==> config.mk <==
export PLATFORM = sky130hd
export DESIGN_NAME = index_table_ctrl
export DESIGN_NICKNAME = d
export VERILOG_FILES = /design/src/rtl/index_table_ctrl_pkg.sv /design/src/rtl/index_table_ctrl.sv
export SDC_FILE = /design/constraint.sdc
export NUM_CORES = 1
export LEC_CHECK = 0
export ABC_AREA = 1
export CAP_MARGIN = 10
export CORE_MARGIN = 4
export CORE_UTILIZATION = 44
export CTS_CLUSTER_SIZE = 25
export DETAILED_ROUTE_END_ITERATION = 8
export PLACE_DENSITY = 0.87
export SYNTH_ARGS = -nofsm -noshare
export SYNTH_HDL_FRONTEND = slang
export SYNTH_SLANG_ARGS = --single-unit
==> constraint.sdc <==
create_clock -name clk -period 4.45 [get_ports clk]
set_input_delay 1.1125 -clock clk [delete_from_list [all_inputs] [get_ports clk]]
set_output_delay 1.1125 -clock clk [all_outputs]
set_load 0.1 [all_outputs]
==> src/rtl/index_table_ctrl_pkg.sv <==
// Shared definitions for the index-table controller: FSM state encoding and
// the fixed drain length that covers the memory read latency plus the
// two-stage index-table datapath.
package index_table_ctrl_pkg;

  typedef enum logic [1:0] {
    IDLE  = 2'd0,
    ISSUE = 2'd1,
    DRAIN = 2'd2,
    DONE  = 2'd3
  } state_t;

  // 1 cycle of mask memory latency + 2 cycles of datapath pipeline
  localparam int DRAIN_CYCLES = 3;

endpackage

==> src/rtl/index_table_ctrl.sv <==
// Index-table controller. Streams mask words out of the mask memory in
// order, forwards a CE/word-index pair aligned with the read data to the
// index-table datapath, and turns the datapath's delayed CE into one index
// table write per word pair (written on the odd word of each pair).
// Optional build macro: INDEX_TABLE_CTRL_PERF_EN adds the stall_cycles
// output counting stalled issue cycles of the current job.
module index_table_ctrl
  import index_table_ctrl_pkg::*;
#(
  parameter int MEM_BW           = 128,
  parameter int ADDR_WIDTH_MASKS = 11,
  parameter int ADDR_WIDTH_ACT   = 14
) (
  input  logic                        clk,
  input  logic                        arst_n_in,
  input  logic                        start,
  input  logic [ADDR_WIDTH_MASKS:0]   num_mask_words,
  input  logic                        stall,
  output logic                        mask_rd_en,
  output logic [ADDR_WIDTH_MASKS-1:0] mask_rd_addr,
  output logic                        idx_CE,
  output logic [31:0]                 idx_masks_transferred,
  input  logic                        delayed_CE,
  input  logic [ADDR_WIDTH_MASKS-1:0] delayed_masks_transferred,
  input  logic [31:0]                 activation_rows_total,
  output logic                        idx_tbl_we,
  output logic [ADDR_WIDTH_MASKS-1:0] idx_tbl_addr,
  output logic [ADDR_WIDTH_ACT-1:0]   idx_tbl_wdata,
`ifdef INDEX_TABLE_CTRL_PERF_EN
  output logic [31:0]                 stall_cycles,
`endif
  output logic                        busy,
  output logic                        done,
  output logic                        err_odd
);

  state_t                      r_state;
  state_t                      w_state_next;
  logic [ADDR_WIDTH_MASKS:0]   r_k;
  logic [ADDR_WIDTH_MASKS:0]   w_k_next;
  logic [ADDR_WIDTH_MASKS:0]   r_n;
  logic [1:0]                  r_drain_cnt;
  logic [1:0]                  w_drain_next;
  logic                        w_accept;
  logic                        w_rd_en;
  logic                        r_idx_ce;
  logic [ADDR_WIDTH_MASKS-1:0] r_idx_mt;
  logic                        r_err_odd;

  // Upper row-total bits are intentionally dropped by the table entry width.
  logic w_unused_row_bits;
  assign w_unused_row_bits = ^activation_rows_total[31:ADDR_WIDTH_ACT];

  // Next-state, issue strobe and counter updates.
  always_comb begin
    w_state_next = r_state;
    w_k_next     = r_k;
    w_drain_next = r_drain_cnt;
    w_accept     = 1'b0;
    w_rd_en      = 1'b0;
    case (r_state)
      IDLE: begin
        if (start) begin
          w_accept     = 1'b1;
          w_k_next     = '0;
          w_drain_next = '0;
          w_state_next = (num_mask_words == '0) ? DONE : ISSUE;
        end
      end
      ISSUE: begin
        if (!stall) begin
          w_rd_en  = 1'b1;
          w_k_next = r_k + 1'b1;
          if (r_k == r_n - 1'b1) begin
            w_state_next = DRAIN;
            w_drain_next = '0;
          end
        end
      end
      DRAIN: begin
        if (r_drain_cnt == 2'(DRAIN_CYCLES - 1)) begin
          w_state_next = DONE;
        end else begin
          w_drain_next = r_drain_cnt + 1'b1;
        end
      end
      DONE: begin
        w_state_next = IDLE;
      end
      default: begin
        w_state_next = IDLE;
      end
    endcase
  end

  // State, issue counter and job length registers.
  always_ff @(posedge clk or negedge arst_n_in) begin
    if (!arst_n_in) begin
      r_state     <= IDLE;
      r_k         <= '0;
      r_n         <= '0;
      r_drain_cnt <= '0;
      r_err_odd   <= 1'b0;
    end else begin
      r_state     <= w_state_next;
      r_k         <= w_k_next;
      r_drain_cnt <= w_drain_next;
      if (w_accept) begin
        r_n       <= num_mask_words;
        r_err_odd <= num_mask_words[0];
      end
    end
  end

  // CE/word index delayed by one cycle to line up with mask read data.
  always_ff @(posedge clk or negedge arst_n_in) begin
    if (!arst_n_in) begin
      r_idx_ce <= 1'b0;
      r_idx_mt <= '0;
    end else begin
      r_idx_ce <= w_rd_en;
      r_idx_mt <= r_k[ADDR_WIDTH_MASKS-1:0];
    end
  end

`ifdef INDEX_TABLE_CTRL_PERF_EN
  logic [31:0] r_stall_cycles;

  // Saturating count of stalled issue cycles, restarted by each accepted job.
  always_ff @(posedge clk or negedge arst_n_in) begin
    if (!arst_n_in) begin
      r_stall_cycles <= '0;
    end else if (w_accept) begin
      r_stall_cycles <= '0;
    end else if (r_state == ISSUE && stall && r_stall_cycles != 32'hFFFF_FFFF) begin
      r_stall_cycles <= r_stall_cycles + 32'd1;
    end
  end

  assign stall_cycles = r_stall_cycles;
`endif

  assign mask_rd_en            = w_rd_en;
  assign mask_rd_addr          = r_k[ADDR_WIDTH_MASKS-1:0];
  assign idx_CE                = r_idx_ce;
  assign idx_masks_transferred = 32'(r_idx_mt);

  // One table entry per word pair, committed when the odd word emerges.
  assign idx_tbl_we    = delayed_CE && delayed_masks_transferred[0];
  assign idx_tbl_addr  = delayed_masks_transferred >> 1;
  assign idx_tbl_wdata = activation_rows_total[ADDR_WIDTH_ACT-1:0];

  assign busy    = (r_state != IDLE);
  assign done    = (r_state == DONE);
  assign err_odd = r_err_odd;

endmodule

==> Word-level counts from Yosys, hierarchy flattened <==
Cells that the tools add are included.
{ "word_totals": {"reg_bits": 41, "latch_bits": 0, "ramBits": 0, "romBits": 0, "output_inout_bits": 74, "word_cells": 47, "n_memories": 0} }
{ "op_classes": {"add_sub_neg": 3, "multipliers": 0, "div": 0, "n_lt_le_gt_ge": 0, "eq_ne": 10, "n_shift": 0, "muxes": 18, "n_bitwise": 0, "n_reduce_logical": 9} }
{ "op_table": {"columns": ["operator", "n"], "rows": [
  ["12-bit 2-to-1 mux", 2],
  ["12-bit case mux with 2 select lines", 1],
  ["2-bit 2-to-1 mux", 9],
  ["12-bit by 1-bit adder with 12-bit output, second input constant", 1],
  ["12-bit equality test", 1],
  ["12-bit logical NOT", 1],
  ["12-bit by 1-bit subtractor with 12-bit output, second input constant", 1],
  ["2-bit != test, second input constant", 5],
  ["2-bit case mux with 4 select lines", 1],
  ["2-bit equality test, second input constant", 3],
  ["2-bit case mux with 3 select lines", 1],
  ["5-bit AND reduction", 1],
  ["1-bit 2-to-1 mux", 4],
  ["4-bit AND reduction", 1],
  ["2-bit nonzero test", 2],
  ["3-bit AND reduction", 1],
  ["3-bit nonzero test", 1],
  ["2-bit by 1-bit adder with 2-bit output, second input constant", 1],
  ["2-bit by 1-bit equality test with 1-bit output, second input constant", 1],
  ["2-bit logical NOT", 1],
  ["1-bit logical AND", 1]
]} }

==> Depth between registers and ports, before layout <==
{ "logic_depth": {"depth_word": 5, "ltp_mapped": 16} }

==> Least setup slack after synthesis <==
OpenSTA, ideal clock, no wires.
{ "synth_timing": {"kind": "input-to-output", "startpoint": "input port stall", "endpoint": "output port mask_rd_en", "t_arrival_ns": 2.447, "t_required_ns": 3.338, "setup_slack_ns": 0.891, "stages": 1, "path_buffers": 0, "path_cell_list": "nor2_1"} }
{ "synth_between": {"elab_chain_cells": 2} }
{ "synth_rtl": {"columns": ["element", "line", "rtl"], "rows": [
  ["start, declared", "index_table_ctrl.sv:18", "input logic stall,"],
  ["1-bit 2-to-1 mux", "index_table_ctrl.sv:71", "if (!stall) begin"],
  ["1-bit 2-to-1 mux", "index_table_ctrl.sv:61", "case (r_state)"],
  ["end, declared", "index_table_ctrl.sv:19", "output logic mask_rd_en,"]
]} }
No other way between the ends.

==> Worst setup path after layout <==
{ "layout_timing": {"startpoint": "register r_state[0]", "endpoint": "output port busy"} }
{ "layout_between": {"elab_chain_cells": 1} }
{ "layout_rtl": {"columns": ["element", "line", "rtl"], "rows": [
  ["start, declared", "index_table_ctrl.sv:37", "state_t r_state;"],
  ["start signal, assigned", "index_table_ctrl.sv:105", "r_state <= w_state_next;"],
  ["2-bit nonzero test", "index_table_ctrl.sv:153", "assign busy = (r_state != IDLE);"],
  ["end, declared", "index_table_ctrl.sv:32", "output logic busy,"]
]} }
No other way between the ends.

==> results.toml <==
[detailed_routing]
drc = 0
antenna_left = 0
route.detailed.wl_per_inst_um = 11.5
dr.pass1.iters = 4
viasPerCell = 4.74
vias = 1967
drt_iter0_markers = 95
wirelength_mm = 4.78

[worst_setup_path]
critical_path.startpoint_type = "flip-flop"
cp.arrival_ns = 2.26
worstReg2RegStart = "r_n[0]"
slowest_stage = "clkdlybuf4s50_1"
crit_type = "reg2out"
regToRegSetupSlack_ns = 2.42
max_stage_delay_ns = 1.13
cp_common_cell = "inv_1"
critPathTopFamily = "buffers and inverters"
worstPathCellList = "inv_1 -> ha_1 -> inv_1 -> clkdlybuf4s50_1"
worst_r2r_endpoint = "r_state[1]"
critPathRequiredTime_ns = 3.34
crit_buf_inv = 3
cp_max_fo = 4
cp-end-kind = "output pin"
reg2reg_depth = 13

[clocking]
cts_tree = "built"
cts-resized-gates = 0
clkSinkCount = 40
cts_setup_buffers = 0
clk_latency_ns = 0.30
postCtsHoldBufs = 0
cts_inserted_buffers = 5
cts-root-buf = "clkbuf_8"
clk_pin_slew_worst_paths_ns = 0.07
clk_path_buf_depth = 2
htree_levels = 2

[floorplan]
core_area_mm2 = 0.00564
die_h_um = 85.3
rows = 27
die_area_mm2 = 0.00727
chipWidth_um = 85.3
io_pins = 134
start_util = 0.466

[yosys]
syn_inst = 329
syn_area_mm2 = 0.00263
synthTopCellsByArea = "dfrtp_1, buf_4, nand2_1"
ys_seq_area_frac = 0.381
syn_area_per_cell_um2 = 7.99
yosysWarnings = 0
ys_seq_elements = 40
synth_top_area_frac = 0.381
synth_area_leader_cell = "dfrtp_1"
synthDistinctLibCells = 30

[pwr]
vdd_ir_drop_max_mv = 0.326
cellPowerDensity_mw_per_mm2 = 611
p_total_mw = 1.76
leakagePower_nw = 1.40

[layout]
syn2layout_area_growth_pct = 9.76
final_nets = 410
layout-drive-gt1-share = 0.117
antennaDiodeCount = 0

[timing]
rsz0062_at_grt = "false"
finalSetupViolCount = 0
max_slew_margin = 0.343
worst_slew_pin_slew_ns = 0.982
finalHoldViolCount = 0
fmax_ghz = 0.296
period_needed_ns = 3.37
clock-skew-final_ns = 0.00705
maxSlewViolCount = 0
setup_tns_ns = 0
whs_ns = 0.461
min_period_over_period = 0.758

[worst_hold_path]
min_from = "r_k[2]"
hold_path.class = "reg2reg"
min_to = "r_idx_mt[2]"
whs_path_depth = 0

[placed_design]
place.gp.congestion = 0.899
io_buffers = 45
hpwlAfterDp_mm = 3.77

[global_routing]
grt_pass1_vias = 1888
grt_pass1_wl_mm = 8.18
overflow = 0
grt_max_degree = 41
grtUsageTotal = 0.138
grt_antenna_before_repair = 0

[job]
drv_cap = 0

[run_status]
status = "complete, no violations"
placed cells by master (no fill, tap or decap), drive strengths merged, types with 5 or more instances in the layout:
master         instances
nor2                  36
nand3                 12
clkdlybuf4s50         42
dfrtp                 40
clkinv                 5
ha                     8
nand2                 66
inv                   39
a21oi                 19
nor3                   5
xor2                   6
clkbuf                 5
o21ai                 13
conb                  22
layout make-up:
class,instances,area [µm²]
clock buffer,5,68.8
tap,72,90.1
sequential,40,1000
fill,516,2760
inverter,41,154
multi-input combinational,209,1110
timing repair buffer,45,440
clock inverter,3,18.8
worst reg2reg max path, delay by kind of cell (launching register included):
| family | cells | cell delay, ns |
|---|---|---|
| buf+inv | 2 | 0.21 |
| fa+ha+maj | 1 | 0.23 |
| flops | 1 | 0.41 |
| compound gates | 1 | 0.14 |
| simple gates | 9 | 0.93 |
cell families after synthesis:
kind of cell,synth area share
AOI/OAI and AO/OA,0.0667
xor gates and xnor gates,0.0333
adders and majority gates,0.0381
buffers and inverters,0.226
DFF,0.381
muxes,0.0129
other,0.00143
and+or+nand+nor,0.240
stage by stage:
stage	setup WS (ns)	area [µm²]	std cells	util
6_report	1.08	2880	415	0.511
5_1_grt	1.01	2880	415	0.511
4_1_cts	1.06	2880	415	0.511
3_5_place_dp	1.22	2800	407	0.496
3_3_place_gp	1.22	2800	407	0.496
2_1_floorplan	0.891	2710	350	-
synth_stat cells (all sizes together):
library cell  instances
xor2                  6
o21bai                1
nand3b                2
conb                  1
a211oi                1
ha                    8
inv                  39
nor2                 36
dfrtp                40
o21ai                13
mux2                  3
clkbuf                2
nand2                66
nand4                 4
or2                   3
nand3                12
nor4                  4
nor3                  5
xnor2                 4
buf                  58
clkinv                2
a21oi                19
power by group:
group          total [mW]  internal (mW)  leakage [nW]  switching [mW]
combinational       0.971          0.267         0.835           0.705
clock               0.238          0.109        0.0479           0.129
sequential          0.553          0.454         0.515          0.0991
sequential cells by signal, indices dropped and copies added, names as in the netlist:
register and count:
idx_CE 1, r_drain_cnt 2, r_idx_mt 11, r_k 12, r_n 12, r_state 2
how the worst max path moves through the flow:
stage	startpoint	end	depth (start not counted)	slack, ns
2_1_floorplan	stall	mask_rd_en	1	0.89
3_3_place_gp	stall	mask_rd_en	3	1.22
3_5_place_dp	stall	mask_rd_en	3	1.22
4_1_cts	r_state[0]	busy	4	1.06
5_1_grt	r_state[0]	busy	4	1.01
6_report	r_state[0]	busy	4	1.08
per-layer routing:
metal | share of wire | track usage | vias to the layer above | wire, µm
met2 | 0.48 | 0.234 | 69 | 2300
met5 | 0 | 0 | - | 0
met3 | 0.074 | 0.0456 | 18 | 356
met1 | 0.42 | 0.156 | 899 | 2010
met4 | 0.025 | 0.0633 | 0 | 119
li1 | - | - | 981 | -
No activity file was read; power rests on OpenSTA's default activity.
